--- src/rtl/fp_pkg.sv ---
// rtl/fp_pkg.sv - shared float unpack helpers: bias, class codes, datapath widths
package fp_pkg;

   typedef enum logic [2:0] {
      CLS_NORM = 3'd0,
      CLS_ZERO = 3'd1,
      CLS_SUBN = 3'd2,
      CLS_INF  = 3'd3,
      CLS_NAN  = 3'd4
   } fp_class_e;

   function automatic int fp_bias(input int exp_w);
      return (1 << (exp_w - 1)) - 1;
   endfunction

   // Unbiased exponent width: room for the deepest subnormal and a sign bit.
   function automatic int fp_xw(input int exp_w);
      return exp_w + 2;
   endfunction

   function automatic int fp_lzw(input int man_w);
      return $clog2(man_w + 1);
   endfunction

endpackage

--- src/rtl/fp_lzc.sv ---
// rtl/fp_lzc.sv - combinational leading-zero counter; all-zero input yields MAN_W
module fp_lzc
   import fp_pkg::*;
#(
   parameter int MAN_W = 23,
   localparam int LZW  = fp_lzw(MAN_W)
) (
   input  logic [MAN_W-1:0] i_data,
   output logic [LZW-1:0]   o_count
);

   // Scanning upward lets the highest set bit win.
   always_comb begin
      o_count = LZW'(MAN_W);
      for (int i = 0; i < MAN_W; i++) begin
         if (i_data[i]) begin
            o_count = LZW'(MAN_W - 1 - i);
         end
      end
   end

endmodule

--- src/rtl/fp_unpack_norm.sv ---
// rtl/fp_unpack_norm.sv - two-stage IEEE-754 unpacker: classify, count zeros,
// then left-normalise subnormals and unbias the exponent, with valid/ready flow.
module fp_unpack_norm
   import fp_pkg::*;
#(
   parameter int EXP_W = 8,
   parameter int MAN_W = 23,
   parameter bit DAZ   = 1'b0,
   localparam int W    = 1 + EXP_W + MAN_W,
   localparam int XW   = fp_xw(EXP_W)
) (
   input  logic             clk,
   input  logic             rst,
   input  logic             in_valid,
   output logic             in_ready,
   input  logic [W-1:0]     in_data,
   output logic             out_valid,
   input  logic             out_ready,
   output logic             out_sign,
   output logic [XW-1:0]    out_exp,
   output logic [MAN_W:0]   out_mant,
   output logic             out_nan,
   output logic             out_snan,
   output logic             out_inf,
   output logic             out_zero,
   output logic             out_subn
);

   localparam int BIAS = fp_bias(EXP_W);
   localparam int LZW  = fp_lzw(MAN_W);

   logic             w_sign;
   logic [EXP_W-1:0] w_e;
   logic [MAN_W-1:0] w_m;
   logic             w_e_ones;
   logic             w_e_zero;
   logic             w_m_zero;
   fp_class_e        w_cls;
   logic [LZW-1:0]   w_lz;

   assign {w_sign, w_e, w_m} = in_data;
   assign w_e_ones = &w_e;
   assign w_e_zero = ~|w_e;
   assign w_m_zero = ~|w_m;

   always_comb begin
      w_cls = CLS_NORM;
      if (w_e_ones) begin
         w_cls = w_m_zero ? CLS_INF : CLS_NAN;
      end else if (w_e_zero) begin
         w_cls = w_m_zero ? CLS_ZERO : CLS_SUBN;
      end
   end

   fp_lzc #(.MAN_W(MAN_W)) u_lzc (
      .i_data  (w_m),
      .o_count (w_lz)
   );

   logic             r_s1_valid;
   logic             r_s2_valid;
   logic             w_s2_free;
   logic             w_s1_adv;
   logic             w_in_fire;

   // No skid buffer: in_ready sees out_ready combinationally through both stages.
   assign w_s2_free = ~r_s2_valid | out_ready;
   assign w_s1_adv  = r_s1_valid & w_s2_free;
   assign in_ready  = ~rst & (~r_s1_valid | w_s1_adv);
   assign w_in_fire = in_valid & in_ready;

   logic             r_s1_sign;
   logic [EXP_W-1:0] r_s1_exp;
   logic [MAN_W-1:0] r_s1_man;
   fp_class_e        r_s1_cls;
   logic [LZW-1:0]   r_s1_lz;

   always_ff @(posedge clk) begin
      if (rst) begin
         r_s1_valid <= 1'b0;
         r_s1_sign  <= 1'b0;
         r_s1_exp   <= '0;
         r_s1_man   <= '0;
         r_s1_cls   <= CLS_NORM;
         r_s1_lz    <= '0;
      end else begin
         if (in_ready) begin
            r_s1_valid <= in_valid;
         end
         if (w_in_fire) begin
            r_s1_sign <= w_sign;
            r_s1_exp  <= w_e;
            r_s1_man  <= w_m;
            r_s1_cls  <= w_cls;
            r_s1_lz   <= w_lz;
         end
      end
   end

   logic [MAN_W:0]   w_man_ext;
   logic [XW-1:0]    w_exp_unb;
   logic [XW-1:0]    w_exp_subn;
   logic [XW-1:0]    w_s2_exp;
   logic [MAN_W:0]   w_s2_mant;
   logic             w_s2_nan;
   logic             w_s2_snan;
   logic             w_s2_inf;
   logic             w_s2_zero;
   logic             w_s2_subn;

   assign w_man_ext  = {1'b0, r_s1_man};
   assign w_exp_unb  = XW'(r_s1_exp) - XW'(BIAS);
   assign w_exp_subn = XW'(0) - XW'(BIAS) - XW'(r_s1_lz);

   always_comb begin
      w_s2_exp  = w_exp_unb;
      w_s2_mant = {1'b1, r_s1_man};
      case (r_s1_cls)
         CLS_ZERO: begin
            w_s2_exp  = '0;
            w_s2_mant = '0;
         end
         CLS_SUBN: begin
            if (DAZ) begin
               w_s2_exp  = '0;
               w_s2_mant = '0;
            end else begin
               // Shifting by lz+1 lands the leading one on the integer bit.
               w_s2_exp  = w_exp_subn;
               w_s2_mant = (w_man_ext << r_s1_lz) << 1;
            end
         end
         CLS_INF, CLS_NAN: begin
            w_s2_mant = w_man_ext;
         end
         default: ;
      endcase
   end

   assign w_s2_nan  = (r_s1_cls == CLS_NAN);
   assign w_s2_snan = w_s2_nan & ~r_s1_man[MAN_W-1];
   assign w_s2_inf  = (r_s1_cls == CLS_INF);
   assign w_s2_subn = (r_s1_cls == CLS_SUBN);
   assign w_s2_zero = (r_s1_cls == CLS_ZERO) | (DAZ & w_s2_subn);

   logic             r_s2_sign;
   logic [XW-1:0]    r_s2_exp;
   logic [MAN_W:0]   r_s2_mant;
   logic             r_s2_nan;
   logic             r_s2_snan;
   logic             r_s2_inf;
   logic             r_s2_zero;
   logic             r_s2_subn;

   always_ff @(posedge clk) begin
      if (rst) begin
         r_s2_valid <= 1'b0;
         r_s2_sign  <= 1'b0;
         r_s2_exp   <= '0;
         r_s2_mant  <= '0;
         r_s2_nan   <= 1'b0;
         r_s2_snan  <= 1'b0;
         r_s2_inf   <= 1'b0;
         r_s2_zero  <= 1'b0;
         r_s2_subn  <= 1'b0;
      end else begin
         if (w_s2_free) begin
            r_s2_valid <= r_s1_valid;
         end
         if (w_s1_adv) begin
            r_s2_sign <= r_s1_sign;
            r_s2_exp  <= w_s2_exp;
            r_s2_mant <= w_s2_mant;
            r_s2_nan  <= w_s2_nan;
            r_s2_snan <= w_s2_snan;
            r_s2_inf  <= w_s2_inf;
            r_s2_zero <= w_s2_zero;
            r_s2_subn <= w_s2_subn;
         end
      end
   end

   assign out_valid = r_s2_valid;
   assign out_sign  = r_s2_sign;
   assign out_exp   = r_s2_exp;
   assign out_mant  = r_s2_mant;
   assign out_nan   = r_s2_nan;
   assign out_snan  = r_s2_snan;
   assign out_inf   = r_s2_inf;
   assign out_zero  = r_s2_zero;
   assign out_subn  = r_s2_subn;

endmodule

--- config.mk ---
export PLATFORM = sky130hd
export DESIGN_NAME = fp_unpack_norm
export DESIGN_NICKNAME = d
export VERILOG_FILES = /design/src/rtl/fp_pkg.sv /design/src/rtl/fp_lzc.sv /design/src/rtl/fp_unpack_norm.sv
export SDC_FILE = /design/constraint.sdc
export NUM_CORES = 1
export LEC_CHECK = 0
export BUFFER_PORTS_ARGS = -buffer_cell sky130_fd_sc_hd__buf_2
export CAP_MARGIN = 20
export CORE_MARGIN = 2
export CORE_UTILIZATION = 40
export CTS_BUF_LIST = sky130_fd_sc_hd__clkbuf_8 sky130_fd_sc_hd__clkbuf_16
export CTS_CLUSTER_SIZE = 28
export DETAILED_ROUTE_END_ITERATION = 8
export PLACE_DENSITY = 0.66
export SETUP_SLACK_MARGIN = 0.2
export SLEW_MARGIN = 20
export SYNTH_ARGS = -nofsm -noshare
export SYNTH_HDL_FRONTEND = slang
export SYNTH_HIERARCHICAL = 1
export SYNTH_SLANG_ARGS = --single-unit
--- constraint.sdc ---
create_clock -name clk -period 5.1 [get_ports clk]
set_clock_uncertainty 0.15 [all_clocks]
set_input_delay 1.53 -clock clk [delete_from_list [all_inputs] [get_ports clk]]
set_output_delay 1.53 -clock clk [all_outputs]
set_load 0.05 [all_outputs]
==> flow_summary_export.csv <==
group,metric,value,unit
logic_synthesis,ys_types,60,
min_path,min_from,"out_inf",
cells_and_area,most-common-layout-cells,"103 x nand2_1, 80 x dfxtp_1, 77 x buf_2, 56 x nor2_1, 38 x nand3b_1",
detailed_routing,wl_per_cell,17.9,um
clock_network,cts.repair.resized,0,
cells_and_area,final_common_cell,"nand2_1",
floorplanning,rows,40,
critical_path,crit_chain,"buf_2, nor2b_1, a21oi_1, buf_2",
clock_network,numCtsBuffers,9,
critical_path,worstPathArrival,2180,ps
timing,period_share,75.6,%
floorplanning,die_area,0.0131,mm2
cells_and_area,antenna_cells,0,
timing,clock.fmax,259,MHz
critical_path,r2r_setup_slack,2340,ps
timing,final.setup.tns,0,ps
detailed_routing,first_iter_violations,368,
min_path,whs_path_depth,2,
placement,hpwl,9960,um
cells_and_area,drive_gt1_share,19.8,%
critical_path,crit_family,"buffers and inverters",
cells_and_area,layout.nets,670,
floorplanning,die_width,114,um
critical_path,slowest_stage,"buf_2",
critical_path,rr_worst_depth,6,
logic_synthesis,synthFlopType,"dfxtp_1",
global_routing,antenna_found_initial,0,
timing,layout_min_cycle_time,3860,ps
placement,dp_cells,768,
logic_synthesis,async_flop_share,0,%
logic_synthesis,synth_area,0.00488,mm2
floorplanning,ios,78,
critical_path,r2r_start,"r_s1_lz[1]",
floorplanning,initial_core_util,40.8,%
logic_synthesis,syn_nets,622,
floorplanning,die_h,114,um
timing,final-hold-violation-count,0,
detailed_routing,drt_wl_total,14000,um
cells_and_area,areaGrowthSynthToFinish,15.5,%
logic_synthesis,ys_seq_area_share,33.3,%
timing,drv_slew,0,
floorplanning,core,0.0120,mm2
timing,slew_headroom,32.1,%
detailed_routing,ant_nets,0,
detailed_routing,first_pass_iters,5,
cells_and_area,multiInputGateArea,0.00302,mm2
placement,place.gp.congestion,0.899,
min_path,min_to,"out_inf",
critical_path,r2r-end,"out_mant[18]",
cells_and_area,final_area,0.00563,mm2
global_routing,grt_overflow,0,
placement,placed_area,0.00530,mm2
logic_synthesis,synth_edf_count,0,
timing,grt_setup_unrepaired,"false",
critical_path,crit_start,"out_ready",
critical_path,end_kind,"output pin",
clock_network,root_buffer,"clkbuf_16",
cells_and_area,fillerInstances,1195,
global_routing,grt_util_all_layers,21.8,%
clock_network,htree_levels,3,
detailed_routing,drc,0,
timing,hold_ws,302,ps
clock_network,hold_buffers,0,
critical_path,worstSetupPathType,"in -> out",
logic_synthesis,ys_ff_latch,81,
global_routing,grt_pass1_vias,4309,
clock_network,clk_latency,340,ps
power,powerDensity,312,mW/mm2
logic_synthesis,ys_warn_count,6,
critical_path,required,3420,ps
logic_synthesis,avgSynthCellArea,8.35,um2
detailed_routing,num_vias,4719,
clock_network,cts_buffer_depth,2,
critical_path,path_common_cell,"buf_2",
global_routing,grt_pass1_wl,22600,um
clock_network,clk_pin_slew_worst_paths,60,ps
global_routing,grt_max_degree,83,
placement,numPortBuffers,77,
critical_path,cpPeakStageDelay,300,ps
clock_network,post_cts_buffers,0,
detailed_routing,vias_per_cell,6.03,
critical_path,critPathBufInv,2,
critical_path,cp-start-kind,"primary input",
critical_path,cp_max_fo,3,
logic_synthesis,syn_inst,584,
timing,final-setup-viol-count,0,
status,status,"finished clean",
cells_and_area,fin_cells,783,
min_path,min_path_type,"reg -> reg",
power,p_leak,0.00224,uW
timing,tightest_slew,1020,ps
job,drv_cap,0,
cells_and_area,regArea,0.00162,mm2
clock_network,cts_tree,"yes",
clock_network,clkSinkCount,81,
power,vdd.ir_drop.worst,163,uV
==> kinds of logic after synthesis <==
kind of cell | count (synthesis) | synth area share [%]
DFF | 81 | 33.3
xor gates and xnor gates | 10 | 1.80
and+or+nand+nor | 289 | 29.5
adders and majority gates | 2 | 0.513
AOI/OAI and AO/OA | 102 | 14.4
muxes | 46 | 15.6
buffers and inverters | 54 | 4.90
==> worst register-to-register path, stage by stage, from the launching register on <==
cell	delay, ps
dfxtp_1	990
buf_4	360
mux4_1	340
mux2_2	280
a221o_1	340
o21ai_1	80
a21oi_1	70
==> report_power, final <==
| group | internal [uW] | switching [uW] |
|---|---|---|
| combinational | 114 | 195 |
| clock | 473 | 254 |
| sequential | 670 | 52.6 |
| total | 1260 | 501 |
==> through the flow <==
stage | worst slack, ps | utilization [%] | power, uW
4_1_cts | 1230 | 47.1 | 1770
3_3_place_gp | 1270 | 44.2 | 1030
6_report | 1240 | 47.1 | 1760
5_1_grt | 1210 | 47.1 | 1830
2_1_floorplan | 996 | - | 945
3_5_place_dp | 1240 | 44.3 | 1040
==> worst max-delay path by stage <==
stage | endpoint | depth (start not counted)
floorplan | in_ready | 2
global placement | in_ready | 4
detailed placement | in_ready | 4
CTS | in_ready | 4
global route | in_ready | 4
finish | in_ready | 4
==> cells in the mapped netlist, drive strengths merged (5+ instances only) <==
master / n / area share [%]
mux2: 7 / 1.6
a211oi: 12 / 1.8
nor3: 33 / 3.4
nand2b: 8 / 1.0
inv: 6 / 0.46
nand3b: 38 / 5.9
a221oi: 13 / 2.3
mux2i: 18 / 3.7
nor2b: 6 / 0.77
o21ai: 15 / 1.5
nor2: 56 / 4.3
a21oi: 25 / 2.6
nand2: 103 / 7.9
nand3: 7 / 0.72
clkbuf: 32 / 2.5
and3: 5 / 0.64
nor4: 12 / 1.5
xnor2: 7 / 1.3
mux4: 21 / 10
buf: 16 / 2.0
dfxtp: 81 / 33
==> sequential cells by signal, indices dropped and copies added (netlist names) <==
signal / cells
r_s1_cls: 3
r_s1_exp: 8
r_s1_lz: 5
out_zero: 1
out_snan: 1
r_s1_man: 23
out_nan: 1
out_mant: 24
out_valid: 1
out_exp: 9
out_sign: 1
out_subn: 1
r_s1_sign: 1
out_inf: 1
r_s1_valid: 1
==> cell type report <==
class                   instances  share of cell area, %
repair buffers                 85                   8.04
clock buffers                   9                   4.00
multi-input cells             449                   53.5
well taps                     147                   3.27
flip-flops and latches         81                   28.8
clock inverters                 6                   1.93
inverters                       6                  0.400
==> metal layers <==
metal | part of all wire, % | wire [um] | vias up | track usage [%]
met1 | 48 | 6640 | 2244 | 32.3
met5 | 0 | 0 | - | 0
met2 | 42 | 5930 | 214 | 31.1
met3 | 8.0 | 1110 | 25 | 4.55
li1 | - | - | 2236 | -
met4 | 2.1 | 300 | 0 | 7.80
Power figures use the tool's default switching activity.
